**src/rtl/if_pkg.sv**
```systemverilog
// Shared types for the instruction-fetch prefetch stage.
// Latency: n/a (types and constants only).
// Backpressure: n/a.
//
// addr_t / instr_t   : default 32-bit PC and instruction words
// fetch_entry_t      : one prefetch-queue entry, {pc_plus4, instr}
// INSTR_BYTES        : PC increment between sequential fetches
package if_pkg;

   localparam int unsigned INSTR_BYTES = 4;

   typedef logic [31:0] addr_t;
   typedef logic [31:0] instr_t;

   typedef struct packed {
      addr_t  pc_plus4;
      instr_t instr;
   } fetch_entry_t;

endpackage

```
**src/rtl/if_fetch_queue.sv**
```systemverilog
// Synchronous DEPTH-entry FIFO with flush; element type is a type parameter.
// Latency: a push is visible at rdata/count on the next cycle.
// Backpressure: none internally; the caller must never push when full or pop when empty.
//
// Ports: clk, rst (sync, active-high), push/wdata, pop, flush (clears contents),
//        rdata (head entry, meaningful only when count != 0), count (0..DEPTH).
module if_fetch_queue
   import if_pkg::*;
#(
   parameter int  DEPTH = 4,
   parameter type T     = fetch_entry_t
) (
   input  logic                   clk,
   input  logic                   rst,
   input  logic                   push,
   input  T                       wdata,
   input  logic                   pop,
   input  logic                   flush,
   output T                       rdata,
   output logic [$clog2(DEPTH):0] count
);

   localparam int PW = $clog2(DEPTH);

   T           mem [DEPTH];
   logic [PW:0] wr_ptr;
   logic [PW:0] rd_ptr;

   // Pointers carry one extra bit so full (DEPTH) and empty (0) differ.
   always_ff @(posedge clk) begin
      if (rst || flush) begin
         wr_ptr <= '0;
         rd_ptr <= '0;
      end else begin
         if (push) wr_ptr <= wr_ptr + 1'b1;
         if (pop)  rd_ptr <= rd_ptr + 1'b1;
      end
   end

   // Storage needs no reset; stale slots are never read as valid.
   always_ff @(posedge clk) begin
      if (push) mem[wr_ptr[PW-1:0]] <= wdata;
   end

   assign count = wr_ptr - rd_ptr;
   assign rdata = mem[rd_ptr[PW-1:0]];

   always_ff @(posedge clk) begin
      if (!rst && !flush) begin
         assert (!(push && !pop && count == (PW+1)'(DEPTH)));
         assert (!(pop && count == '0));
      end
   end

endmodule

```
**src/rtl/if_prefetch_stage.sv**
```systemverilog
// Instruction fetch with a DEPTH-entry prefetch queue and up to DEPTH fetches in flight.
// Latency: grant t, response t+L, out_valid t+L+1 (t+L with IF_PREFETCH_BYPASS_EN).
// Backpressure: out_ready low fills the queue; imem_req drops once queue+inflight reach DEPTH.
//
// Ports: clk, rst (sync, active-high); branch_taken/branch_address redirect;
//        imem_req/imem_addr/imem_gnt request side, imem_rvalid/imem_rdata in-order responses;
//        out_valid/out_ready/out_pc (fetch address + 4)/out_instr towards ID.
// Build option: IF_PREFETCH_BYPASS_EN forwards a response straight to the outputs when the queue is empty.
module if_prefetch_stage
   import if_pkg::*;
#(
   parameter int                ADDR_W   = 32,
   parameter int                INSTR_W  = 32,
   parameter int                DEPTH    = 4,
   parameter logic [ADDR_W-1:0] RESET_PC = '0
) (
   input  logic               clk,
   input  logic               rst,
   input  logic               branch_taken,
   input  logic [ADDR_W-1:0]  branch_address,
   output logic               imem_req,
   output logic [ADDR_W-1:0]  imem_addr,
   input  logic               imem_gnt,
   input  logic               imem_rvalid,
   input  logic [INSTR_W-1:0] imem_rdata,
   output logic               out_valid,
   input  logic               out_ready,
   output logic [ADDR_W-1:0]  out_pc,
   output logic [INSTR_W-1:0] out_instr
);

   localparam int CW = $clog2(DEPTH) + 1;

   typedef logic [ADDR_W-1:0] pc_t;
   typedef struct packed {
      logic [ADDR_W-1:0]  pc_plus4;
      logic [INSTR_W-1:0] instr;
   } entry_t;

   pc_t           fetch_pc;
   pc_t           req_addr;
   logic [CW-1:0] q_count;
   logic [CW-1:0] inflight;
   logic [CW-1:0] discard;
   entry_t        head;
   entry_t        resp_entry;
   logic          grant;
   logic          resp_keep;
   logic          q_empty;
   logic          q_push;
   logic          q_pop;
   logic          bypass;

   // Credit rule: every outstanding fetch has a reserved queue slot.
   assign imem_req  = !rst && !branch_taken && ((q_count + inflight) < CW'(DEPTH));
   assign imem_addr = fetch_pc;
   assign grant     = imem_req && imem_gnt;

   // Responses belonging to requests issued before the last redirect are dropped,
   // as is any response arriving in the redirect cycle itself.
   assign resp_keep  = imem_rvalid && (discard == '0) && !branch_taken && !rst;
   assign q_empty    = (q_count == '0);
   assign resp_entry = '{pc_plus4: req_addr + ADDR_W'(INSTR_BYTES), instr: imem_rdata};

`ifdef IF_PREFETCH_BYPASS_EN
   assign bypass = resp_keep && q_empty;
`else
   assign bypass = 1'b0;
`endif

   assign out_valid = !rst && !branch_taken && (!q_empty || bypass);
   assign out_pc    = !out_valid ? '0 : (bypass ? resp_entry.pc_plus4 : head.pc_plus4);
   assign out_instr = !out_valid ? '0 : (bypass ? resp_entry.instr    : head.instr);

   assign q_pop  = out_valid && out_ready && !q_empty;
   assign q_push = resp_keep && !(bypass && out_ready);

   // Request addresses in issue order; its occupancy is the in-flight count.
   if_fetch_queue #(
      .DEPTH (DEPTH),
      .T     (pc_t)
   ) u_addr_q (
      .clk   (clk),
      .rst   (rst),
      .push  (grant),
      .wdata (fetch_pc),
      .pop   (imem_rvalid && !rst),
      .flush (1'b0),
      .rdata (req_addr),
      .count (inflight)
   );

   if_fetch_queue #(
      .DEPTH (DEPTH),
      .T     (entry_t)
   ) u_data_q (
      .clk   (clk),
      .rst   (rst),
      .push  (q_push),
      .wdata (resp_entry),
      .pop   (q_pop),
      .flush (branch_taken),
      .rdata (head),
      .count (q_count)
   );

   always_ff @(posedge clk) begin
      if (rst) begin
         fetch_pc <= RESET_PC;
         discard  <= '0;
      end else if (branch_taken) begin
         fetch_pc <= branch_address;
         // No grant can occur this cycle; a response this cycle retires one in-flight fetch.
         discard  <= inflight - CW'(imem_rvalid);
      end else begin
         if (grant) fetch_pc <= fetch_pc + ADDR_W'(INSTR_BYTES);
         if (imem_rvalid && discard != '0) discard <= discard - 1'b1;
      end
   end

   // Memory must never answer more fetches than were granted.
   always_ff @(posedge clk) begin
      if (!rst) assert (!(imem_rvalid && inflight == '0));
   end

endmodule

```
**config.mk**
```make
export PLATFORM = sky130hd
export DESIGN_NAME = if_prefetch_stage
export DESIGN_NICKNAME = d
export VERILOG_FILES = /design/src/rtl/if_pkg.sv /design/src/rtl/if_fetch_queue.sv /design/src/rtl/if_prefetch_stage.sv
export SDC_FILE = /design/constraint.sdc
export NUM_CORES = 1
export LEC_CHECK = 0
export BUFFER_PORTS_ARGS = -buffer_cell sky130_fd_sc_hd__buf_2
export CAP_MARGIN = 20
export CORE_ASPECT_RATIO = 1.75
export CORE_MARGIN = 3
export CORE_UTILIZATION = 27
export CTS_CLUSTER_DIAMETER = 30
export DETAILED_ROUTE_END_ITERATION = 8
export PLACE_DENSITY = 0.55
export REMOVE_ABC_BUFFERS = 1
export SLEW_MARGIN = 5
export SYNTH_ARGS = -nofsm -noshare
export SYNTH_HDL_FRONTEND = slang
export SYNTH_SLANG_ARGS = --single-unit
```
**constraint.sdc**
```tcl
create_clock -name clk -period 7.7 [get_ports clk]
set_input_delay 0 -clock clk [delete_from_list [all_inputs] [get_ports clk]]
set_output_delay 0 -clock clk [all_outputs]
set_load 0.05 [all_outputs]
```
==> Yosys cells after proc, flatten, opt, wreduce, memory -nomap -nowiden <==
Memory sizes are Yosys's and may differ from the RTL's. A register that Yosys moved wholly into a read port is not among the register bits.
Cells that the tools add are included.
{ "word_totals": {"n_memories": 2, "regBits": 47, "input_bits": 70, "out_inout_bits": 98, "ram_bits": 384} }
{ "op_classes": {"n_addsub": 11, "muxes": 14, "order_cmp": 1, "n_reduce_logical": 20} }
{ "memory_table": {"columns": ["memory", "depth", "width", "rd", "rd_clocked_by_memory_dff", "wr", "line_no", "text"], "rows": [
  ["u_data_q.mem", 4, 64, 1, 1, 1, "if_fetch_queue.sv:25", "T mem [DEPTH];"],
  ["u_addr_q.mem", 4, 32, 1, 1, 1, "if_fetch_queue.sv:25", null]
]} }
{ "op_table": {"columns": ["operator", "n"], "rows": [
  ["2-to-1 mux 32 bit", 4],
  ["adder 32 x 3 -> 32 bit, second input constant", 2],
  ["adder 3 x 1 -> 3 bit, second input constant", 4],
  ["logical AND 1 bit", 11],
  ["2-to-1 mux 2 bit", 4],
  ["logical NOT 3 bit", 2],
  ["2-to-1 mux 3 bit", 2],
  ["subtractor 3 bit", 2],
  ["2-to-1 mux 1 bit", 4],
  ["nonzero test 2 bit", 2],
  ["adder 3 bit", 1],
  ["logical NOT 1 bit", 3],
  ["less-than comparator 3 bit, second input constant", 1],
  ["nonzero test 3 bit", 1],
  ["subtractor 3 x 1 -> 3 bit", 1],
  ["subtractor 3 x 1 -> 3 bit, second input constant", 1],
  ["logical OR 1 bit", 1]
]} }

==> Longest topological paths before layout <==
{ "depth": {"ltp_word": 8, "depth_mapped": 11, "depth_no_buf": 10} }

==> Hierarchy <==
A second synthesis with hierarchy kept.
{ "unflattened": {"cells_unflattened": 1002, "area_unflattened_um2": 17930.9} }
{ "by_module_without_submodules": {"columns": ["module", "instances", "area_per_inst_um2", "seq_area_each_um2", "cells_each"], "rows": [
  ["if_fetch_queue at u_data_q", 1, 9738.1, 7847.5, 377],
  ["if_fetch_queue at u_addr_q", 1, 5086.1, 4003.8, 210],
  ["if_prefetch_stage", 1, 3106.7, 700.7, 415]
]} }

==> Worst setup path after synthesis <==
Ideal clock, no wire load.
{ "synth_timing": {"path_kind": "register to register", "start": "register u_addr_q.wr_ptr[0]", "end": "memory u_addr_q.mem[0][0] in the netlist's numbering, enable pin", "path_stages_with_launch": 10, "t_arrival_ps": 3247, "setup_ps": 392, "path_slack_ps": 4061, "period_less_slack_ps": 3639, "required_ps": 7308, "cell_sequence": "dfxtp_1 -> inv_1 -> ha_1 -> inv_1 -> fa_1 -> ha_1 -> a21oi_1 -> xor2_1 -> nor3_2 -> and2_1"} }
{ "synth_between": {"elab_chain_cells": 7} }
{ "synth_rtl": {"columns": ["item", "line_no", "text"], "rows": [
  ["from (decl)", "if_fetch_queue.sv:26", "logic [PW:0] wr_ptr;"],
  ["from (signal assigned)", "if_fetch_queue.sv:35", "if (push) wr_ptr <= wr_ptr + 1'b1;"],
  ["subtractor 3 bit", "if_fetch_queue.sv:45", "assign count = wr_ptr - rd_ptr;"],
  ["adder 3 bit", "if_prefetch_stage.sv:55", "assign imem_req = !rst && !branch_taken && ((q_count + inflight) < CW'(DEPTH));"],
  ["less-than comparator 3 bit", "if_prefetch_stage.sv:55", null],
  ["logical AND 1 bit", "if_prefetch_stage.sv:55", null],
  ["logical AND 1 bit", "if_prefetch_stage.sv:57", "assign grant = imem_req && imem_gnt;"],
  ["2-to-1 mux 1 bit", "if_fetch_queue.sv:42", "if (push) mem[wr_ptr[PW-1:0]] <= wdata;"],
  ["2-to-1 mux 1 bit (not written as such)", "if_fetch_queue.sv:42", null],
  ["to (decl)", "if_fetch_queue.sv:25", null]
]} }
Several ways; a longest one is shown, not always the timed one.

==> Worst setup path in the final report <==
{ "layout_timing": {"start": "register u_addr_q.wr_ptr[0]", "end": "register fetch_pc[12] (netlist: imem_addr[12])"} }
{ "layout_between": {"elab_chain_cells": 6} }
{ "layout_rtl": {"columns": ["item", "line_no", "text"], "rows": [
  ["subtractor 3 bit", "if_fetch_queue.sv:45", null],
  ["adder 3 bit", "if_prefetch_stage.sv:55", null],
  ["less-than comparator 3 bit", "if_prefetch_stage.sv:55", null],
  ["logical AND 1 bit", "if_prefetch_stage.sv:55", null],
  ["logical AND 1 bit", "if_prefetch_stage.sv:57", null],
  ["nonzero test 2 bit (no source line)", null, null],
  ["to (signal assigned)", "if_prefetch_stage.sv:112", "fetch_pc <= branch_address;"],
  ["to (signal assigned)", "if_prefetch_stage.sv:116", "if (grant) fetch_pc <= fetch_pc + ADDR_W'(INSTR_BYTES);"],
  ["to (decl)", "if_prefetch_stage.sv:40", "pc_t fetch_pc;"]
]} }
Every way passes these cells.
A chain may end at the register's enable or synchronous reset.

==> flow_summary.yaml <==
route:
  drt-vias-per-instance: 4.545
  via_count: 9791
  detailedRoute.firstIterationViolations: 383
  routedWlPerCell_um: 19.73
  post-route-drc-count: 0
  route.antenna.remaining_nets: 0
  wl_um: 42490
  drt_first_pass_iters: 4
global_route:
  first_pass_grt_wire_length_um: 63930
  global_route.usage.total: 0.1237
  grt_overflow: 0
  first_global_vias: 10810
  grt_start_max_net_pins: 66
  antenna_found_initial: 0
synth:
  number_of_enable_flip_flop_cells_after_synthesis: 384
  synth_warnings: 0
  netlist_top_cells_area: "sky130_fd_sc_hd__edfxtp_1 (65%), sky130_fd_sc_hd__mux4_2 (12%), sky130_fd_sc_hd__dfxtp_1 (5.7%)"
  synth_area_leader_cell: "sky130_fd_sc_hd__edfxtp_1"
  synth_cells: 1002
  seq_area_frac_synth: 0.7069
  ys_seq_elements: 435
  netlist_area_um2: 17760
  synth_ff_type: "sky130_fd_sc_hd__edfxtp_1"
  synth_cell_types: 56
  top_cell_type_s_share_of_synthesized_area: 0.6494
  synth_area_per_cell_um2: 17.72
  synth-async-reset-ratio: 0
floorplan:
  placement_rows: 123
  dieArea_um2: 69000
  start_util: 0.2747
  die_w_um: 199.9
  io_pins: 168
  placeable_core_region_um2: 64640
  fp.dieH_um: 345.3
timing:
  fmax_mhz: 262.3
  clock-skew-final_ns: 0.02399
  slew-limit-headroom: 0.2983
  finalSetupViolations: 0
  period_share: 0.4951
  timing.setup.tns_ns: 0
  worst_slew_pin_slew_ns: 1.053
  unrepaired_setup_endpoints_after_global_routing: "no"
  finalHoldViolCount: 0
  slew_violations: 0
  finalCriticalPeriod_ns: 3.812
setup_path:
  slowest_delay_ns: 0.59
  path_cells: "inv_1, ha_1, inv_1, fa_1, ha_1, a21oi_1, xor2_1, nor3_2, a211oi_1, a2111oi_2, dlygate4sd3_1"
  critical_path_class: "reg -> reg"
  worstSetupStartpointType: "flop"
  crit_family: "adder cells"
  timing.critical_path.required_ns: 8.22
  cp_slowest_cell: "sky130_fd_sc_hd__dlygate4sd3_1"
  crit_path_end_kind: "flop"
  timing.critical_path.arrival_ns: 4.34
  timing.critical_path.buf_inv: 3
  critical_path.max_fanout: 10
flow_run:
  max_cap_violations: 0
placement:
  place_congestion: 0.8056
  post-dp-hpwl_um: 27130
  dpl_cells: 1948
  count_of_buffers_inserted_at_the_top_level_ports: 167
clock_tree:
  numClockSinks: 435
  ctsHtreeMaxLevel: 3
  postCtsSetupRepairBufs: 0
  ctsRootBufferMaster: "sky130_fd_sc_hd__clkbuf_16"
  worstSkewPairLatency_ns: 0.59
  tritoncts: "built"
  path_clk_slew_ns: 0.05
  cts_made_buffers: 68
  cts_repair_resize_count: 0
  cts-hold-fix-buffers: 81
  clock_tree.buffer_depth: 3
power_and_ir_drop:
  power_density_nw_per_um2: 272.5
  power_switching_uw: 1415
  power.share.combinational: 0.064
  p_seq_frac: 0.431
  worst_ir_drop_vdd_mv: 0.1309
  finalPower_uw: 6200
  p_sw_frac: 0.2282
  clkPwrFrac: 0.505
  p_int_uw: 4785
  leakage_power_summed_over_all_cells_uw: 0.007819
run_status:
  run_status: "complete, no violations"
finish:
  finalNetCount: 1378
  fin_cells: 2154
  fillerInstances: 6130
  final_layout_size_suffix_gt1_frac: 0.3110
  area_growth_pct: 28.11
min_path:
  timing.hold.worst.class: "in -> reg"
[final timing paths]
| kind | from | endpoint | slack, ns | cells past startpoint |
|---|---|---|---|---|
| max reg2reg | u_addr_q.wr_ptr[0]$_SDFFE_PP0P_ | imem_addr[12]$_SDFFE_PP0P_ | 3.89 | 11 |
| min | imem_rdata[9] | u_data_q.mem[1][9]$_DFFE_PP_ | 0.17 | 2 |
| min reg2reg | u_addr_q.wr_ptr[2]$_SDFFE_PP0P_ | u_addr_q.wr_ptr[2]$_SDFFE_PP0P_ | 0.54 | 2 |
| max | u_addr_q.wr_ptr[0]$_SDFFE_PP0P_ | imem_addr[12]$_SDFFE_PP0P_ | 3.89 | 11 |
[sequential cells by signal (all words and copies together) (netlist names), named ones only]
name	flops
u_data_q.wr_ptr	3
u_addr_q.wr_ptr	3
u_addr_q.mem	128
imem_addr	32
discard	3
u_data_q.rd_ptr	3
u_data_q.mem	256
u_addr_q.rd_ptr	3
[power groups by stage]
| stage | combinational (µW) | clock [µW] | sequential, µW |
|---|---|---|---|
| floorplan | 195 | 0 | 2760 |
| global route | 435 | 3320 | 2680 |
| global placement | 365 | 0 | 2720 |
| finish | 396 | 3130 | 2670 |
| CTS | 405 | 3210 | 2670 |
| detailed placement | 371 | 0 | 2720 |
[routing by layer]
| layer | global-route usage | routed length (µm) |
|---|---|---|
| met1 | 0.1362 | 16420 |
| met2 | 0.2284 | 23010 |
| met3 | 0.02856 | 1991 |
| met4 | 0.04633 | 1065 |
| met5 | 0 | 0 |
[layout make-up]
cell class                      instances  area, µm²  share of cell area
Inverter                               24      90.09            0.003960
Antenna cell                            1      2.502           0.0001100
Clock inverter                         47      583.1             0.02563
Multi-Input combinational cell        495       4928              0.2166
Sequential cell                       435      12560              0.5521
Timing Repair Buffer                  263       1759             0.07733
Clock buffer                           77       1809             0.07953
Tap cell                              812       1016             0.04466
[synth_stat cells (2+ instances only)]
cell,instances
sky130_fd_sc_hd__xnor2_1,29
sky130_fd_sc_hd__nor4_1,4
sky130_fd_sc_hd__nand4_2,2
sky130_fd_sc_hd__ha_1,19
sky130_fd_sc_hd__xor3_2,2
sky130_fd_sc_hd__dfxtp_1,51
sky130_fd_sc_hd__edfxtp_1,384
sky130_fd_sc_hd__buf_2,4
sky130_fd_sc_hd__a311oi_1,8
sky130_fd_sc_hd__nand3_1,27
sky130_fd_sc_hd__and2_1,77
sky130_fd_sc_hd__xor2_1,29
sky130_fd_sc_hd__nand4_1,16
sky130_fd_sc_hd__mux2_2,2
sky130_fd_sc_hd__a21oi_1,4
sky130_fd_sc_hd__or3_1,4
sky130_fd_sc_hd__nand2b_1,2
sky130_fd_sc_hd__and3_1,9
sky130_fd_sc_hd__or4_1,8
sky130_fd_sc_hd__o31ai_1,4
sky130_fd_sc_hd__inv_1,23
sky130_fd_sc_hd__buf_1,7
sky130_fd_sc_hd__and4_1,5
sky130_fd_sc_hd__mux4_2,95
sky130_fd_sc_hd__a211oi_1,20
sky130_fd_sc_hd__buf_6,3
sky130_fd_sc_hd__clkbuf_1,33
sky130_fd_sc_hd__nand3b_1,2
sky130_fd_sc_hd__nand2_1,30
sky130_fd_sc_hd__mux2i_1,6
sky130_fd_sc_hd__nor3_1,5
sky130_fd_sc_hd__a31oi_1,5
sky130_fd_sc_hd__nor2_1,54
sky130_fd_sc_hd__or2_2,2
sky130_fd_sc_hd__fa_1,2
sky130_fd_sc_hd__o21ai_0,5
[through the flow]
| stage | instance area, µm² | utilization | setup WS (ns) | hold slack (ns) |
|---|---|---|---|---|
| CTS | 22750 | 0.3519 | 3.911 | 0.1214 |
| floorplan | 17550 | - | 3.355 | 0.06907 |
| global placement | 19540 | 0.3024 | 4.043 | 0.2123 |
| global route | 22750 | 0.3519 | 3.594 | 0.1535 |
| detailed placement | 19540 | 0.3024 | 3.991 | 0.2166 |
| finish | 22750 | 0.3520 | 3.888 | 0.1728 |
[cells by family (layout without fill, tap and decap cells)]
family / after synthesis / after routing / synth area share
fa+ha+maj: 21 / 21 / 0.01564
compound gates: 51 / 51 / 0.02093
mux: 103 / 103 / 0.1251
flops: 435 / 435 / 0.7069
xor+xnor: 62 / 62 / 0.03389
simple gates: 258 / 258 / 0.08054
other cells: 0 / 1 / 0
buf+inv: 72 / 411 / 0.01698
[layout by cell type (no fill, tap or decap), drive strengths merged, types with 9 or more instances in the layout]
cell and count:
nand2 30, and3 9, nor2 54, xor2 29
and2 78, a211oi 20, inv 37, buf 182
dlygate4sd3 81, dfxtp 51, edfxtp 384, nand3 28
nand4 18, clkbuf 77, mux4 95, ha 19
xnor2 31, clkinv 20
(Power assumes the default switching activity.)
